**src/rtl/uart_pkg.sv**
```systemverilog
// Shared UART definitions: FSM state encoding, data width, default bit period.
// Latency: n/a (package only).
// Backpressure: n/a (package only).
package uart_pkg;

  // One frame carries a single byte, LSB first
  localparam int UART_DATA_BITS = 8;

  // Default i_clk cycles per UART bit; RX and TX both take their default from here
  localparam int UART_CLKS_PER_BIT = 127;

  // Transmit FSM states; PARITY is only reached when the parity build option is on
  typedef enum logic [2:0] {
    IDLE   = 3'd0,
    START  = 3'd1,
    DATA   = 3'd2,
    PARITY = 3'd3,
    STOP   = 3'd4,
    DONE   = 3'd5
  } uart_state_t;

endpackage

```
**src/rtl/uart_baud_counter.sv**
```systemverilog
// Bit-period timer: counts 0..CLKS_PER_BIT-1 and flags the last count of each bit.
// Latency: o_bit_end is a decode of the count register, valid in the same cycle.
// Backpressure: none; i_clear holds the count at zero while the owner is idle.
module uart_baud_counter
  import uart_pkg::*;
#(
  parameter int CLKS_PER_BIT = UART_CLKS_PER_BIT
) (
  input  logic i_clk,
  input  logic i_rst_n,
  input  logic i_clear,
  output logic o_bit_end
);

  localparam int CW = (CLKS_PER_BIT > 1) ? $clog2(CLKS_PER_BIT) : 1;
  localparam logic [CW-1:0] LAST = CW'(CLKS_PER_BIT - 1);

  logic [CW-1:0] cnt_q;

  // Count within a bit period; wrap at the last count so consecutive bits start at 0
  always_ff @(posedge i_clk) begin
    if (!i_rst_n || i_clear) begin
      cnt_q <= '0;
    end else if (cnt_q == LAST) begin
      cnt_q <= '0;
    end else begin
      cnt_q <= cnt_q + CW'(1);
    end
  end

  assign o_bit_end = (cnt_q == LAST);

endmodule

```
**src/rtl/uart_transmitter.sv**
```systemverilog
// UART transmitter: one byte per accepted request, 8N1 (8E1 when UART_TX_PARITY_EN is defined).
// Latency: start bit on o_tx the cycle after accept; o_done pulses 10*CLKS_PER_BIT+1 cycles after accept (11*.. with parity).
// Backpressure: o_ready=1 only in IDLE; i_valid while busy is dropped, nothing is queued.
module uart_transmitter
  import uart_pkg::*;
#(
  parameter int CLKS_PER_BIT = UART_CLKS_PER_BIT
) (
  input  logic       i_clk,
  input  logic       i_rst_n,
  input  logic       i_valid,
  input  logic [7:0] i_data,
  output logic       o_ready,
  output logic       o_tx,
  output logic       o_done
);

  uart_state_t               state_q, state_d;
  logic [UART_DATA_BITS-1:0] shift_q, shift_d;
  logic [2:0]                bit_idx_q, bit_idx_d;
  logic                      tx_q, tx_d;
  logic                      done_q, done_d;
  logic                      baud_clear;
  logic                      bit_end;

  // The bit timer only runs while a bit is on the line
  assign baud_clear = (state_q == IDLE) || (state_q == DONE);

  uart_baud_counter #(
    .CLKS_PER_BIT(CLKS_PER_BIT)
  ) u_baud (
    .i_clk    (i_clk),
    .i_rst_n  (i_rst_n),
    .i_clear  (baud_clear),
    .o_bit_end(bit_end)
  );

  // State, data and line registers; o_tx/o_done come straight from flops
  always_ff @(posedge i_clk) begin
    if (!i_rst_n) begin
      state_q   <= IDLE;
      shift_q   <= '0;
      bit_idx_q <= '0;
      tx_q      <= 1'b1;
      done_q    <= 1'b0;
    end else begin
      state_q   <= state_d;
      shift_q   <= shift_d;
      bit_idx_q <= bit_idx_d;
      tx_q      <= tx_d;
      done_q    <= done_d;
    end
  end

  // Next state, then the line level that the next state puts on o_tx
  always_comb begin
    state_d   = state_q;
    shift_d   = shift_q;
    bit_idx_d = bit_idx_q;
    tx_d      = 1'b1;
    done_d    = 1'b0;

    case (state_q)
      IDLE: begin
        if (i_valid) begin
          state_d   = START;
          shift_d   = i_data;
          bit_idx_d = '0;
        end
      end
      START: begin
        if (bit_end) begin
          state_d   = DATA;
          bit_idx_d = '0;
        end
      end
      DATA: begin
        if (bit_end) begin
          if (bit_idx_q == 3'd7) begin
`ifdef UART_TX_PARITY_EN
            state_d = PARITY;
`else
            state_d = STOP;
`endif
          end else begin
            bit_idx_d = bit_idx_q + 3'd1;
          end
        end
      end
`ifdef UART_TX_PARITY_EN
      PARITY: begin
        if (bit_end) state_d = STOP;
      end
`endif
      STOP: begin
        if (bit_end) state_d = DONE;
      end
      DONE: begin
        state_d = IDLE;
      end
      default: begin
        state_d = IDLE;
      end
    endcase

    // Registering the decode of state_d keeps o_tx aligned with the state it belongs to
    case (state_d)
      START:   tx_d = 1'b0;
      DATA:    tx_d = shift_d[bit_idx_d];
`ifdef UART_TX_PARITY_EN
      PARITY:  tx_d = ^shift_d;
`endif
      default: tx_d = 1'b1;
    endcase
    done_d = (state_d == DONE);
  end

  assign o_ready = (state_q == IDLE);
  assign o_tx    = tx_q;
  assign o_done  = done_q;

endmodule
```
**config.mk**
```make
export PLATFORM = sky130hd
export DESIGN_NAME = uart_transmitter
export DESIGN_NICKNAME = d
export VERILOG_FILES = /design/src/rtl/uart_pkg.sv /design/src/rtl/uart_baud_counter.sv /design/src/rtl/uart_transmitter.sv
export SDC_FILE = /design/constraint.sdc
export NUM_CORES = 1
export LEC_CHECK = 0
export BUFFER_PORTS_ARGS = -buffer_cell sky130_fd_sc_hd__buf_2
export CAP_MARGIN = 20
export CORE_ASPECT_RATIO = 0.8
export CORE_MARGIN = 8
export CORE_UTILIZATION = 45
export DETAILED_ROUTE_END_ITERATION = 7
export GPL_TIMING_DRIVEN = 0
export PLACE_DENSITY_LB_ADDON = 0.1
export SLEW_MARGIN = 10
export SYNTH_ARGS = -nofsm -noshare
export SYNTH_HDL_FRONTEND = slang
export SYNTH_SLANG_ARGS = --single-unit
```
**constraint.sdc**
```tcl
create_clock -name i_clk -period 2.4 [get_ports i_clk]
set_input_delay 0 -clock i_clk [delete_from_list [all_inputs] [get_ports i_clk]]
set_output_delay 0 -clock i_clk [all_outputs]
set_load 0.05 [all_outputs]
```
# --- Yosys cells after proc, flatten, opt, wreduce, memory -nomap -nowiden ---
# Index checks and enable logic that the tools add are counted.
totals:
  latch_bits: 0
  rom_bits: 0
  elab_cells: 39
  mem_count: 0
  reg_bits: 23
  ramBits: 0
op_classes:
  n_bitwise: 0
  add_sub_neg: 2
  reduce_logical: 5
  div: 0
  n_mux: 16
  n_mul: 0
  shifts: 0
  n_eq_ne: 9
  magnitude_cmp: 1
op_table:
  columns: ["operator", "count"]
  rows:
  - ["2-to-1 mux 3 bit", 9]
  - ["2-to-1 mux 8 bit", 2]
  - ["equality test 3 bit (second input constant)", 4]
  - ["one-hot mux 3 bit (4 select lines)", 1]
  - ["one-hot mux 3 bit (3 select lines)", 1]
  - ["adder 7 x 1 -> 7 bit (second input constant)", 1]
  - ["equality test 7 bit (second input constant)", 1]
  - ["equality test 3 x 1 -> 1 bit (second input constant)", 2]
  - ["equality test 3 x 2 -> 1 bit (second input constant)", 2]
  - ["< comparator 3 x 4 -> 1 bit (second input constant)", 1]
  - ["adder 3 x 1 -> 3 bit (second input constant)", 1]
  - ["binary-select mux 1 bit (select 3 bit)", 1]
  - ["logical NOT 3 bit", 1]
  - ["logical OR 1 bit", 2]
  - ["one-hot mux 1 bit (2 select lines)", 1]
  - ["OR reduction 2 bit", 1]
  - ["logical NOT 1 bit", 1]
  - ["2-to-1 mux 1 bit", 1]

# --- Logic depth before layout (Yosys ltp) ---
depth:
  ltp_word: 7
  depth_mapped: 9
  ltp_nobuf: 9

# --- By module ---
# A second synthesis with hierarchy kept.
hier_totals:
  hier_cells: 129
  hier_area_um2: 1172.4
by_module_without_submodules:
  columns: ["module", "instances", "cells_per_inst", "area_per_inst_um2"]
  rows:
  - ["uart_transmitter", 1, 95, 868.3]
  - ["uart_baud_counter", 1, 34, 304.0]

# --- Worst setup path after synthesis ---
# Ideal clock, no wire load.
synth_path:
  kind: "register to register"
  start: "reg state_q[2]"
  end: "reg tx_q (netlist: o_tx)"
  arrival_ns: 2.014
  required_time_ns: 2.327
  path_buffers: 2
  setup_slack_ns: 0.312
  period_less_slack_ns: 2.088
  stages_incl_launch_ff: 9
  path_cell_list: "dfxtp_1 buf_2 nor3_2 and2_1 buf_2 nor3_1 a21oi_1 o221ai_2 o211ai_2"
synth_between:
  elab_chain_cells: 5
  word_cells_on_any_way: 17
  classes_between: "eq/ne: 5; mux: 11; reduce/logical: 1"
synth_rtl:
  columns: ["item", "line", "source"]
  rows:
  - ["start: declaration", "uart_transmitter.sv:18", "uart_state_t state_q, state_d;"]
  - ["start signal: assignment", "uart_transmitter.sv:47", "state_q <= state_d;"]
  - ["logical NOT 3 bit *", null, null]
  - ["net o_ready", "uart_transmitter.sv:13", "output logic o_ready,"]
  - ["one-hot mux 3 bit (3 select lines) / 2-to-1 mux 8 bit (equally long branches)", "uart_transmitter.sv:63", "case (state_q)"]
  - ["binary-select mux 1 bit (select 3 bit)", "uart_transmitter.sv:109", "DATA: tx_d = shift_d[bit_idx_d];"]
  - ["2-to-1 mux 1 bit (implied by the code)", "uart_transmitter.sv:109", null]
  - ["one-hot mux 1 bit (2 select lines) *", "uart_transmitter.sv:107", "case (state_d)"]
  - ["end signal: assignment", "uart_transmitter.sv:50", "tx_q <= tx_d;"]
  - ["end: declaration", "uart_transmitter.sv:21", "logic tx_q, tx_d;"]
# Mark *: on every way through the listed nets, which the timed path passes. The rest lies on a longest branch. The select of a mux whose other input is x is not followed.
# A chain may end at the register's enable or synchronous reset.

# --- Worst setup path after layout ---
layout_path:
  start: "reg u_baud.cnt_q[0]"
  end: "reg tx_q (netlist: o_tx)"
layout_between:
  elab_chain_cells: 6
  word_cells_on_any_way: 13
  classes_between: "eq/ne: 3; mux: 10"
layout_rtl:
  columns: ["item", "line", "source"]
  rows:
  - ["start: declaration", "uart_baud_counter.sv:18", "logic [CW-1:0] cnt_q;"]
  - ["start signal: assignment", "uart_baud_counter.sv:27", "cnt_q <= cnt_q + CW'(1);"]
  - ["equality test 7 bit *", "uart_baud_counter.sv:31", "assign o_bit_end = (cnt_q == LAST);"]
  - ["2-to-1 mux 3 bit (on tied branches)", "uart_transmitter.sv:78, uart_transmitter.sv:72", null]
  - ["one-hot mux 3 bit (3 select lines)", "uart_transmitter.sv:63", null]
  - ["binary-select mux 1 bit (select 3 bit)", "uart_transmitter.sv:109", null]
  - ["2-to-1 mux 1 bit (implied by the code)", "uart_transmitter.sv:109", null]
  - ["one-hot mux 1 bit (2 select lines) *", "uart_transmitter.sv:107", null]
# Mark *: on every way between the ends. The rest lies on a longest branch, timed or not. The select of a mux whose other input is x is not followed.

==> summary by stage <==
Synthesis
Synthesis inferred 23 register bits. Of the total synthesized cell area, the portion taken by full adders, half adders and majority gates is 3.13%. The synthesis warning total is 0. Measured against the total synthesized area, the mux share comes to 2.50%. After synthesis, the largest family of logic cells by area is simple AND/OR/NAND/NOR gates. The count of cell types in the netlist is 44. The area fraction in and, or, nand and nor cells after synthesis is 26.6%. Synthesis produced 135 cells. The XOR/XNOR share of the synthesized area is 5.10%. Among all flip-flop cells after synthesis, the most frequent one is sky130_fd_sc_hd__dfxtp_1. The compound-cell area share of the yosys netlist is 19.5%. Counting flops with an async set or reset pin after synthesis yields a share of 0%. The part of the Yosys area used for sequential elements is 38.3%. A synthesized cell averages 8.90 sq um. The number of enable-type register cells in the synthesized netlist is 0. Synthesis produced a netlist with a net count of 149. The post-synthesis cell area is 1200 sq um.

Layout
The layout-stage area growth over the synthesis result is 20.6%. The finished layout holds 199 standard cells, fillers aside. The number of diodes is 0. The final instance area is 1450 sq um. In the final design database the tool counted 178 nets. The ratio of cells with drive above 1 in the final layout is 20.2%. The leading cell type in the layout, fill and taps excluded is sky130_fd_sc_hd__dfxtp_1. Counting the fill cells in the layout gives 235. Leaving out fill and tap cells, the most frequent cells in the layout are sky130_fd_sc_hd__dfxtp_1, sky130_fd_sc_hd__nand2_1, sky130_fd_sc_hd__buf_2. The end-of-flow core utilization is 58.4%.

Route
The met1 routed wirelength after detailed routing is 1320 um. The met3 wire length is 107 um. After detailed routing, the average wire length per cell comes to 12.6 um. For this run, the detailed router's first-pass iteration total came to 6. Detailed routing placed a total of 1040 um of wire on met2.

The remaining antenna violation count after routing is 0. Summed over all layers, the routed wires come to 2520 um. Signal routing reaches up to met4. The routed layout has 998 vias. After the first detailed-routing iteration, the DRC count stood at 81. The detail-routed via count per cell is 5.02.

The DRC violation count after routing is 0.

Clocking
The setup fix buffers added after clock tree synthesis is 0. The cell at the root of the clock tree is sky130_fd_sc_hd__clkbuf_4. The maximum level of the CTS H-tree is 1.

The clock drives 23 sinks. The clock reaches the later pin of the worst-skew pair after 0.32 ns. The buffer depth of the longest clock path is 2.

The clock-pin slew reported for the worst setup and hold paths after clock tree synthesis is 0.13 ns. The post-cts gate resize count is 0. TritonCTS created 3 clock buffers. The CTS tree is done.

Worst setup path
Counting buffers and inverters, the worst setup path is 9 cells deep. The beginning of the critical path is u_baud.cnt_q[0]. Along the worst path, the maximum fanout reaches 6. The buffering stage count on the worst path with inverters included is 1.

The signal on the critical path passes through inv_1, ha_1, and4_4, a41oi_2, a21oi_4, mux2i_1, nand2_1, o2111ai_1, o211ai_2. In this design, the largest share of critical-path delay is due to compound AO/OA/AOI/OAI gates. The type of the worst setup path is reg2reg. Data arrives at the worst endpoint at 2.24 ns. STA classifies the critical path endpoint as a flop. The slowest stage of the critical path belongs to the cell sky130_fd_sc_hd__dfxtp_1. The cell count of the worst reg-to-reg path is 9. The startpoint of the worst-slack reg-to-reg timing path is u_baud.cnt_q[0]. The worst setup path is launched from a flop. The required time reported for the critical path endpoint is 2.61 ns. The delay of the slowest critical-path stage is 0.35 ns.

Power
The cell area power density is 466 nW/um^2. The power consumption is 0.675 mW. Across the VDD grid, the largest voltage drop is 0.296 mV.

The analysis attributes to cell leakage a power of 0.565 nW.

Place
The cell count after placement is 184. The half-perimeter wire length after placement is 1820 um. At the end of routability-driven placement, the weighted congestion stood at 0.797. The area after detailed placement is 1310 sq um.

During placement, the flow inserted port buffers numbering 13.

Floorplan
The total core area is 2480 sq um. The I/O pin count is 14. Measured along the y axis, the die boundary spans 62.2 um. The area of the die is 4590 sq um.

For this configuration, the core starts out at a cell density of 48.4%. The placement row count is 16. The width of the die is 73.8 um.

Timing
The total count of max-transition violations in the final report is 0. The worst relative slew slack is 63.3%. The shortest period the worst path allows is 2.03 ns. The worst setup skew after layout is 0.00467 ns.

The number of hold violations in the final report came to 0. For the pin with the worst max-slew slack, the measured transition is 0.547 ns. Static timing analysis puts the maximum clock frequency at 492 MHz.

Summed over all failing endpoints, the final setup total negative slack is 0 ns. The post-route clock period utilization is 84.7%. Setup repair after global routing left no endpoint under its margin. The number of failing setup endpoints in the final timing report is 0.

Global routing
Entering global routing, the biggest net connects 14 pins. The number of antenna violations at the first check in global routing is 0. The first global-routing pass estimated 4320 um of wire.

After global routing the overflow that remains totals 0. The total routing usage reported by global routing is 11.6%. The via count of the first global-routing pass is 906.

Run
The max-cap violation count is 0.

Run status
The run finished with clean final reports.

Min path
The worst hold path begins at i_rst_n. The path category of the worst min-delay check is in2reg. The worst hold path passes through 3 cells.
-- timing repair --
item | 4_1_cts | 5_1_grt
endpoints found under the hold margin | 8 | 0
hold buffers | 11 | 0
endpoints found under the setup margin | 0 | 0
-- synthesized netlist by cell type, types with 2 or more instances --
cell | count | area, sq um
sky130_fd_sc_hd__xnor2_1 | 3 | 26.3
sky130_fd_sc_hd__nand4_1 | 3 | 18.8
sky130_fd_sc_hd__o22ai_1 | 2 | 12.5
sky130_fd_sc_hd__xor2_1 | 4 | 35.0
sky130_fd_sc_hd__a21boi_1 | 7 | 52.6
sky130_fd_sc_hd__nor2_1 | 9 | 33.8
sky130_fd_sc_hd__inv_1 | 4 | 15.0
sky130_fd_sc_hd__mux2i_1 | 3 | 30.0
sky130_fd_sc_hd__nand3_1 | 2 | 10.0
sky130_fd_sc_hd__nand2b_1 | 5 | 31.3
sky130_fd_sc_hd__and2_1 | 7 | 43.8
sky130_fd_sc_hd__buf_2 | 2 | 10.0
sky130_fd_sc_hd__buf_6 | 2 | 22.5
sky130_fd_sc_hd__ha_1 | 3 | 37.5
sky130_fd_sc_hd__dfxtp_1 | 23 | 460
sky130_fd_sc_hd__a21oi_1 | 4 | 20.0
sky130_fd_sc_hd__and3_1 | 2 | 12.5
sky130_fd_sc_hd__a31oi_1 | 2 | 12.5
sky130_fd_sc_hd__nand2_1 | 22 | 82.6
sky130_fd_sc_hd__nor2b_1 | 2 | 12.5
-- worst paths after layout --
path	to	slack, ns
worst max register to register	o_tx	0.37
worst min register to register	shift_q[3]	0.46
worst min-delay path	o_tx	0.07
worst max-delay path	o_tx	0.37
-- cell families (layout without fill, tap and decap cells) --
group / after synthesis / count (layout)
xor gates and xnor gates: 7 / 7
adders and majority gates: 3 / 3
and+or+nand+nor: 61 / 61
muxes: 3 / 3
DFF: 23 / 23
buffers and inverters: 10 / 38
AOI/OAI and AO/OA: 28 / 28
-- area by class of cell --
class,instances,area [sq um],area share [%]
plain buffers,6,43.8,3.02
clock buffers,3,22.5,1.55
clock inverters,1,5.00,0.345
inverters,4,15.0,1.04
multi-input cells,102,682,47.1
flip-flops and latches,23,460,31.8
well taps,36,45.0,3.11
repair buffers,24,175,12.1
-- tightest hold or removal path, stage by stage --
cell and delay, ns:
sky130_fd_sc_hd__buf_2 0.14, sky130_fd_sc_hd__o2bb2ai_1 0.15, sky130_fd_sc_hd__o211ai_2 0.07
-- sequential cells by signal, indices dropped and copies added (netlist names) --
signal and count:
bit_idx_q 3, o_tx 1, u_baud.cnt_q 7, shift_q 8, o_done 1, state_q 3
-- metal layers --
layer,GRT usage (%),vias up
li1,-,520
met5,0,-
met1,17.3,454
met2,14.8,18
met4,3.98,0
met3,3.69,6
-- through the flow --
stage | hold WS, ns | setup WS [ns]
3_3_place_gp | 0.240 | 0.427
5_1_grt | 0.0609 | 0.204
6_report | 0.0725 | 0.366
3_5_place_dp | 0.248 | 0.407
2_1_floorplan | 0.135 | 0.312
4_1_cts | 0.0611 | 0.365
-- where the power goes --
part | internal, mW | leakage, nW | switching, mW | total [mW]
logic | 0.0429 | 0.360 | 0.0512 | 0.0941
clock network | 0.0624 | 0.0177 | 0.119 | 0.182
registers | 0.393 | 0.187 | 0.00573 | 0.399
No activity file was read; power rests on OpenSTA's default activity.
